### src/rtl/tx_ep_arb.sv
// Round-robin arbiter sharing one PCIe TRN tx port among NREQ requesters.
// Ownership changes only on TLP boundaries, with one all-idle cycle between owners.
module tx_ep_arb #(
    parameter int unsigned NREQ     = 3,
    parameter int unsigned MAX_HOLD = 256
) (
    input  logic                   clk,
    input  logic                   rst_n,
    input  logic [NREQ-1:0]        req_drv_ep,
    output logic [NREQ-1:0]        req_my_trn,
    output logic [NREQ-1:0]        req_yield,
    input  logic [64*NREQ-1:0]     req_trn_td,
    input  logic [8*NREQ-1:0]      req_trn_trem_n,
    input  logic [NREQ-1:0]        req_trn_tsof_n,
    input  logic [NREQ-1:0]        req_trn_teof_n,
    input  logic [NREQ-1:0]        req_trn_tsrc_rdy_n,
    output logic [NREQ-1:0]        req_trn_tdst_rdy_n,
    output logic [63:0]            trn_td,
    output logic [7:0]             trn_trem_n,
    output logic                   trn_tsof_n,
    output logic                   trn_teof_n,
    output logic                   trn_tsrc_rdy_n,
    input  logic                   trn_tdst_rdy_n,
    output logic                   proto_err
);

    localparam int unsigned IDX_W = (NREQ > 1) ? $clog2(NREQ) : 1;
    localparam int unsigned CNT_W = (MAX_HOLD > 1) ? $clog2(MAX_HOLD) : 1;

    typedef enum logic [0:0] {
        ST_IDLE  = 1'b0,
        ST_GRANT = 1'b1
    } state_t;

    state_t             state;
    state_t             state_nxt;
    logic [IDX_W-1:0]   gnt_idx;
    logic [IDX_W-1:0]   gnt_idx_nxt;
    logic [IDX_W-1:0]   rr_ptr;
    logic [IDX_W-1:0]   rr_ptr_nxt;
    logic [NREQ-1:0]    my_trn_nxt;
    logic [NREQ-1:0]    yield_nxt;
    logic               in_pkt;
    logic               in_pkt_nxt;
    logic [CNT_W-1:0]   hold_cnt;
    logic [CNT_W-1:0]   hold_cnt_nxt;
    logic               proto_err_nxt;

    logic               beat;
    logic               sof_beat;
    logic               eof_beat;
    logic               own_req;
    logic               others_req;
    logic               stray_src;
    logic               pick_vld;
    logic [IDX_W-1:0]   pick_idx;
    int unsigned        scan_idx;

    // Endpoint mux, driven straight from the registered grant vector.
    always_comb begin
        trn_td             = '0;
        trn_trem_n         = 8'hFF;
        trn_tsof_n         = 1'b1;
        trn_teof_n         = 1'b1;
        trn_tsrc_rdy_n     = 1'b1;
        req_trn_tdst_rdy_n = '1;
        for (int k = 0; k < int'(NREQ); k++) begin
            if (req_my_trn[k]) begin
                trn_td                = req_trn_td[64*k +: 64];
                trn_trem_n            = req_trn_trem_n[8*k +: 8];
                trn_tsof_n            = req_trn_tsof_n[k];
                trn_teof_n            = req_trn_teof_n[k];
                trn_tsrc_rdy_n        = req_trn_tsrc_rdy_n[k];
                req_trn_tdst_rdy_n[k] = trn_tdst_rdy_n;
            end
        end
    end

    assign beat       = ~trn_tsrc_rdy_n & ~trn_tdst_rdy_n;
    assign sof_beat   = beat & ~trn_tsof_n;
    assign eof_beat   = beat & ~trn_teof_n;
    assign own_req    = |(req_drv_ep & req_my_trn);
    assign others_req = |(req_drv_ep & ~req_my_trn);
    assign stray_src  = |(~req_trn_tsrc_rdy_n & ~req_my_trn);

    // First requester at or after rr_ptr; scanned backwards so the nearest one wins.
    always_comb begin
        pick_vld = 1'b0;
        pick_idx = '0;
        scan_idx = 0;
        for (int unsigned j = 0; j < NREQ; j++) begin
            scan_idx = 32'(rr_ptr) + (NREQ - 32'd1 - j);
            if (scan_idx >= NREQ) begin
                scan_idx = scan_idx - NREQ;
            end
            if (req_drv_ep[scan_idx]) begin
                pick_vld = 1'b1;
                pick_idx = IDX_W'(scan_idx);
            end
        end
    end

    always_comb begin
        state_nxt     = state;
        gnt_idx_nxt   = gnt_idx;
        rr_ptr_nxt    = rr_ptr;
        my_trn_nxt    = req_my_trn;
        yield_nxt     = req_yield;
        hold_cnt_nxt  = hold_cnt;
        in_pkt_nxt    = in_pkt;
        proto_err_nxt = proto_err;

        if (sof_beat && !eof_beat) begin
            in_pkt_nxt = 1'b1;
        end else if (eof_beat) begin
            in_pkt_nxt = 1'b0;
        end

        if (stray_src) begin
            proto_err_nxt = 1'b1;
        end

        case (state)
            ST_IDLE: begin
                hold_cnt_nxt = '0;
                yield_nxt    = '0;
                if (pick_vld) begin
                    state_nxt   = ST_GRANT;
                    gnt_idx_nxt = pick_idx;
                    my_trn_nxt  = NREQ'(1) << pick_idx;
                end
            end
            ST_GRANT: begin
                if (!own_req && in_pkt) begin
                    proto_err_nxt = 1'b1;
                end
                // A dropped request is honoured only between TLPs or on the closing eof beat.
                if (!own_req && (!in_pkt || eof_beat)) begin
                    state_nxt    = ST_IDLE;
                    my_trn_nxt   = '0;
                    yield_nxt    = '0;
                    hold_cnt_nxt = '0;
                    in_pkt_nxt   = 1'b0;
                    rr_ptr_nxt   = (gnt_idx == IDX_W'(NREQ - 1)) ? '0 : gnt_idx + IDX_W'(1);
                end else if (sof_beat) begin
                    hold_cnt_nxt = '0;
                end else if (!in_pkt && others_req) begin
                    if (hold_cnt < CNT_W'(MAX_HOLD - 1)) begin
                        hold_cnt_nxt = hold_cnt + CNT_W'(1);
                    end
                    if (hold_cnt >= CNT_W'(MAX_HOLD - 2)) begin
                        yield_nxt = req_my_trn;
                    end
                end
            end
            default: begin
                state_nxt  = ST_IDLE;
                my_trn_nxt = '0;
                yield_nxt  = '0;
            end
        endcase
    end

    always_ff @(posedge clk or negedge rst_n) begin
        if (!rst_n) begin
            state      <= ST_IDLE;
            gnt_idx    <= '0;
            rr_ptr     <= '0;
            req_my_trn <= '0;
            req_yield  <= '0;
            hold_cnt   <= '0;
            in_pkt     <= 1'b0;
            proto_err  <= 1'b0;
        end else begin
            state      <= state_nxt;
            gnt_idx    <= gnt_idx_nxt;
            rr_ptr     <= rr_ptr_nxt;
            req_my_trn <= my_trn_nxt;
            req_yield  <= yield_nxt;
            hold_cnt   <= hold_cnt_nxt;
            in_pkt     <= in_pkt_nxt;
            proto_err  <= proto_err_nxt;
        end
    end

endmodule
### config.mk
export PLATFORM = sky130hd
export DESIGN_NAME = tx_ep_arb
export DESIGN_NICKNAME = d
export VERILOG_FILES = /design/src/rtl/tx_ep_arb.sv
export SDC_FILE = /design/constraint.sdc
export NUM_CORES = 1
export LEC_CHECK = 0
export CAP_MARGIN = 0
export CORE_AREA = 3 3 122 124
export DETAILED_ROUTE_END_ITERATION = 7
export DIE_AREA = 0 0 125 127
export HOLD_SLACK_MARGIN = 0.02
export SETUP_SLACK_MARGIN = 0.1
export SKIP_CTS_REPAIR_TIMING = 1
export SYNTH_ARGS = -nofsm -noshare
export SYNTH_HDL_FRONTEND = slang
export SYNTH_SLANG_ARGS = --single-unit
export TNS_END_PERCENT = 1
### constraint.sdc
create_clock -name clk -period 2.1 [get_ports clk]
set_input_delay 0.42 -clock clk [delete_from_list [all_inputs] [get_ports clk]]
set_output_delay 0.42 -clock clk [all_outputs]
set_load 0.005 [all_outputs]
==> flow_summary.ini <==
[cells_and_area]
design_area_um2 = 6456
drive_gt1_share_pct = 17.99
areaGrowthSynthToFinish_pct = 138.7
n_antenna_cell = 0
final_nets = 964

[global_routing]
grt_pass1_vias = 4342
grt.overflow.total = 0
antenna_found_initial = 0
grt_pass1_wl_um = 24320
grt.total_usage_pct = 19.01
grt_max_degree = 46

[setup_path]
cp-end-kind = primary output
arrival_ns = 1.88
worst-setup-path-type = in2out
required_ns = 1.68
rrSetupSlack_ns = 0.03
cp-start-kind = input pin
cp_max_fo = 1
r2r_cells = 8

[logic_synthesis]
synth_common_cells = nand2_1, o21ai_0, a22oi_1
ys_warn_count = 0
synth-xor-area-share_pct = 1.943
avgSynthCellArea_um2 = 6.883
synth_top_family_by_area = compound AO/OA/AOI/OAI gates
ys_ff_latch = 21
synth_flop_cell = dfrtp_1
synth_compound_area_share_pct = 45.61
async_flop_share_pct = 100.0
synth_adder_area_share_pct = 2.590
synthCells = 393
synth.area.mux_share_pct = 1.110
yosys-top-cells-area = dfrtp_1, a22oi_1, o21ai_0, nand2_1, o22ai_1
syn-num-nets = 628
synth_area_leader_cell = dfrtp_1
synth-edff-count = 0
ys_seq_area_share_pct = 19.43
synth_top_area_share_pct = 19.43
synth-simple-area-share_pct = 22.90
synth.most_common_cell = nand2_1
ys_types = 50
synth.cell_area_um2 = 2705

[placement]
place_area_um2 = 6320
globalplace.congestion = 0.9711
port_buffers = 315
dp_slack_ns = -0.5253
dp_hpwl_um = 14090

[die]
dieHeight_um = 127
ioPinCount = 316
start_util_pct = 19.49
die_area_um2 = 15880
coreArea_um2 = 13880
std_cell_rows = 43
die_w_um = 125

[timing]
slew_viol_final = 0
maxSlewHeadroom_pct = 73.76
fin_crit_ns = 2.305
setup_viol = 9
fin_crit_sh_pct = 109.8
fin_skew_ns = 0.002281
fin_tns_setup_ns = -1.469
hold_violations = 0
rsz0062_at_grt = yes
fin_ws_ns = -0.2048
worstMarginPinSlew_ns = 0.3936
fmax_mhz = 433.9

[route]
vias = 4429
viasPerCell = 4.878
drtAntennaViolNets = 0
wl_um = 17660
drt_iter0_drc = 196
drt_first_pass_iters = 5
drc = 0
wl_per_cell_um = 19.45

[clock_tree]
clockBufferDepth = 2
htree_levels = 1
cts_tree = built
cts_root_buf = clkbuf_16
numClockSinks = 21
cts_buffers = 3
clkLatencyLatePin_ns = 0.25
path_clk_slew_ns = 0.06

[pwr]
ir_drop_mv = 0.3938
power_leakage_uw = 0.002728
power_density_nw_per_um2 = 1036

[run_status]
outcome = finished with violations
violations = negative setup slack

[run]
max_cap_viol_count = 0

[min_path]
hold_path_depth = 2
hold_class = reg2reg
stage by stage:
stage	hold slack, ns	utilization [%]	cells	power (uW)
global route	0.5370	46.51	908	7265
CTS	0.5113	46.11	899	6681
floorplan	0.1244	-	393	2837
finish	0.5047	46.51	908	6687
detailed placement	0.4975	45.53	895	6238
global placement	0.4833	45.53	895	6181
critical path: stages:
cell,delay (ns)
clkdlybuf4s50_1,0.45
and3_1,0.14
a21oi_1,0.05
o21ai_2,0.24
clkdlybuf4s50_1,0.57
final timing paths:
check / to / start
min in group asynchronous: rr_ptr[0]$_DFFE_PN0P_ / rst_n
worst min-delay path: proto_err$_DFF_PN0_ / proto_err$_DFF_PN0_
worst max register to register: hold_cnt[0]$_DFFE_PN0P_ / req_my_trn[1]$_DFFE_PN0P_
max in group asynchronous: req_my_trn[2]$_DFFE_PN0P_ / rst_n
worst min register to register: proto_err$_DFF_PN0_ / proto_err$_DFF_PN0_
worst max-delay path: trn_td[61] / req_trn_td[61]
layout by cell type, fill, tap and decap left out, types with 6 or more instances in the layout:
cell               n
a21oi_1            6
a22oi_1           63
buf_12             7
buf_2             34
buf_4             35
buf_6              9
clkbuf_16          6
clkbuf_2          11
clkdlybuf4s50_1  246
dfrtp_1           19
dlymetal6s2s_1    20
nand2_1           88
nor2_1            16
o21ai_0           18
o21ai_1           56
o22ai_1           11
per-layer routing:
| layer | track usage (%) | share of wire [%] | vias to the layer above |
|---|---|---|---|
| met1 | 23.57 | 40 | 2037 |
| met4 | 4.273 | 2.4 | 0 |
| met3 | 5.895 | 9.6 | 22 |
| li1 | - | - | 2133 |
| met2 | 32.55 | 48 | 237 |
| met5 | 0 | 0 | - |
cell families after synthesis:
group                      Yosys count
xor gates and xnor gates             6
muxes                                3
and+or+nand+nor                    138
AOI/OAI and AO/OA                  178
buffers and inverters               41
adders and majority gates            6
DFF                                 21
flip-flops by register name, summed over array words and instances (netlist names):
signal,cells
hold_cnt,8
req_my_trn,3
proto_err,1
in_pkt,1
rr_ptr,2
req_yield,3
state,1
gnt_idx,2
final cells by class:
cell class | count | area, um2
Fill cell | 1408 | 7425
Inverter | 6 | 22.52
Clock inverter | 1 | 5.005
Tap cell | 180 | 225.2
Sequential cell | 21 | 530.5
Clock buffer | 3 | 75.07
Timing Repair Buffer | 366 | 3532
Multi-Input combinational cell | 331 | 2066
power by group:
| part | switching, uW | total [uW] | internal (uW) |
|---|---|---|---|
| sequential | 165 | 675 | 511 |
| combinational | 2680 | 5620 | 2940 |
| clock | 137 | 393 | 255 |
(Power assumes the default switching activity.)
==> patch (same settings) <==
The parameter `MAX_HOLD` goes from 256 to 512.
--- a/src/rtl/tx_ep_arb.sv
+++ b/src/rtl/tx_ep_arb.sv
@@ -2,7 +2,7 @@
 // Ownership changes only on TLP boundaries, with one all-idle cycle between owners.
 module tx_ep_arb #(
     parameter int unsigned NREQ     = 3,
-    parameter int unsigned MAX_HOLD = 256
+    parameter int unsigned MAX_HOLD = 512
 ) (
     input  logic                   clk,
     input  logic                   rst_n,
Check against the original RTL: no difference found for any inputs over 4 cycles, from zero or initial values and one cycle with rst_n low; that may be too few to reach the edited logic, so the function may still have changed.
==> patch against the original RTL <==
  * The flow still finishes with violations (negative setup slack)
  * Synthesized area rose by 0.14%
  * Critical path depth rose by 1
  * Setup slack got worse by 0.012 ns
  * Hold slack improved by 0.0035 ns
  * Sequential cell count rose by 1
  * Power fell by 0.73%
  * Critical path type is now flip-flop to output pin
  * Wire length fell by 5.8%
  * Non-clock buffer count rose by 3
  * Design area rose by 0.21%
  * Via count fell by 0.79%
  * Cell count rose by 0.99%
  * Clock skew rose by 0.0047 ns
==> patch: results (changes against the original RTL) <==
[metrics] run status: finished with violations (unchanged)
[metrics] violations in the final reports: negative setup slack (unchanged)
[metrics] largest fanout of any net on the critical path: 6 (was 1)
[metrics] launching element of the worst setup path: req_my_trn[1]$_DFFE_PN0P_ (was req_trn_td[61])
[metrics] IR Drop Worst-Case VDD: 0.539 mV (was 0.394 mV)
[metrics] Synth Area in Compound Gates: 0.449 (was 0.456)
[metrics] number of design-rule violations left by the first detailed-router iteration: 221 (was 196)
[metrics] total via count in the routed design: 4394 (was 4429)
[metrics] endpoints failing setup: 9 (unchanged)
[metrics] proportion of synthesized chip area in sequential cells: 0.203 (was 0.194)
[metrics] final worst setup slack: -0.217 ns (was -0.205 ns)
[metrics] final setup skew: 0.00702 ns (was 0.00228 ns)
[metrics] worst hold path class: primary input to asynchronous set/reset pin (was flip-flop to flip-flop)
[metrics] worst setup timing slack at the placement stage: -0.159 ns (was -0.525 ns)
[metrics] mux contribution to synthesized area: 0.0111 (about the same)
[metrics] number of standard cells in the final layout excluding fillers: 917 (was 908)
[metrics] largest registers in the final layout: hold_cnt x9, req_my_trn x3, req_yield x3 (was hold_cnt x8, req_my_trn x3, req_yield x3)
[metrics] proportion of layout cells with a drive suffix above 1: 0.176 (was 0.180)
[metrics] worst-case reg-to-reg path depth: 7 (was 8)
[metrics] cell types occupying the most area after synthesis: sky130_fd_sc_hd__dfrtp_1 (20%), sky130_fd_sc_hd__a22oi_1 (17%), sky130_fd_sc_hd__o21ai_0 (14%), sky130_fd_sc_hd__nand2_1 (12%), sky130_fd_sc_hd__clkbuf_1 (4.0%) (was sky130_fd_sc_hd__dfrtp_1 (19%), sky130_fd_sc_hd__a22oi_1 (17%), sky130_fd_sc_hd__o21ai_0 (14%), sky130_fd_sc_hd__nand2_1 (12%), sky130_fd_sc_hd__o22ai_1 (3.2%))
[metrics] number of fillers in the final layout: 1403 (was 1408)
[metrics] cell total after placement: 900 (was 895)
[metrics] M1 WL: 6520 µm (was 6990 µm)
[metrics] Final clock-cell share: 0.0162 (was 0.0124)
[metrics] Crit path arrival time: 1.90 ns (was 1.88 ns)
[metrics] number of global-route vias before repair: 4318 (was 4342)
[metrics] synthesis-stage register bit count: 22 (was 21)
[metrics] nets in the synthesized netlist: 633 (was 628)
[metrics] Total GRT Usage: 0.186 (was 0.190)
[metrics] DP Wirelength: 13300 µm (was 14100 µm)
patch: changes by cell type in the layout (fill, tap and decap cells not counted), sizes merged, moves of 4 or more:
cell	before	now
buf	86	79
clkbuf	17	28
clkdlybuf4s50	246	240
dlymetal6s2s	20	25
nand4	4	0
patch: power breakdown:
| group | switching (mW) | internal [mW] |
|---|---|---|
| sequential | 0.154 | 0.527 |
| clock | 0.161 | 0.379 |
| combinational | 2.55 | 2.87 |
patch: per-stage QoR:
step	TNS (ns)	hold slack, ns	area [µm²]
4_1_cts	-24.85	0.515	6440
3_3_place_gp	-3.59	0.470	6330
3_5_place_dp	-5.80	0.499	6330
6_report	-0.696	0.508	6470
2_1_floorplan	0	0.124	2710
5_1_grt	-2.82	0.536	6470
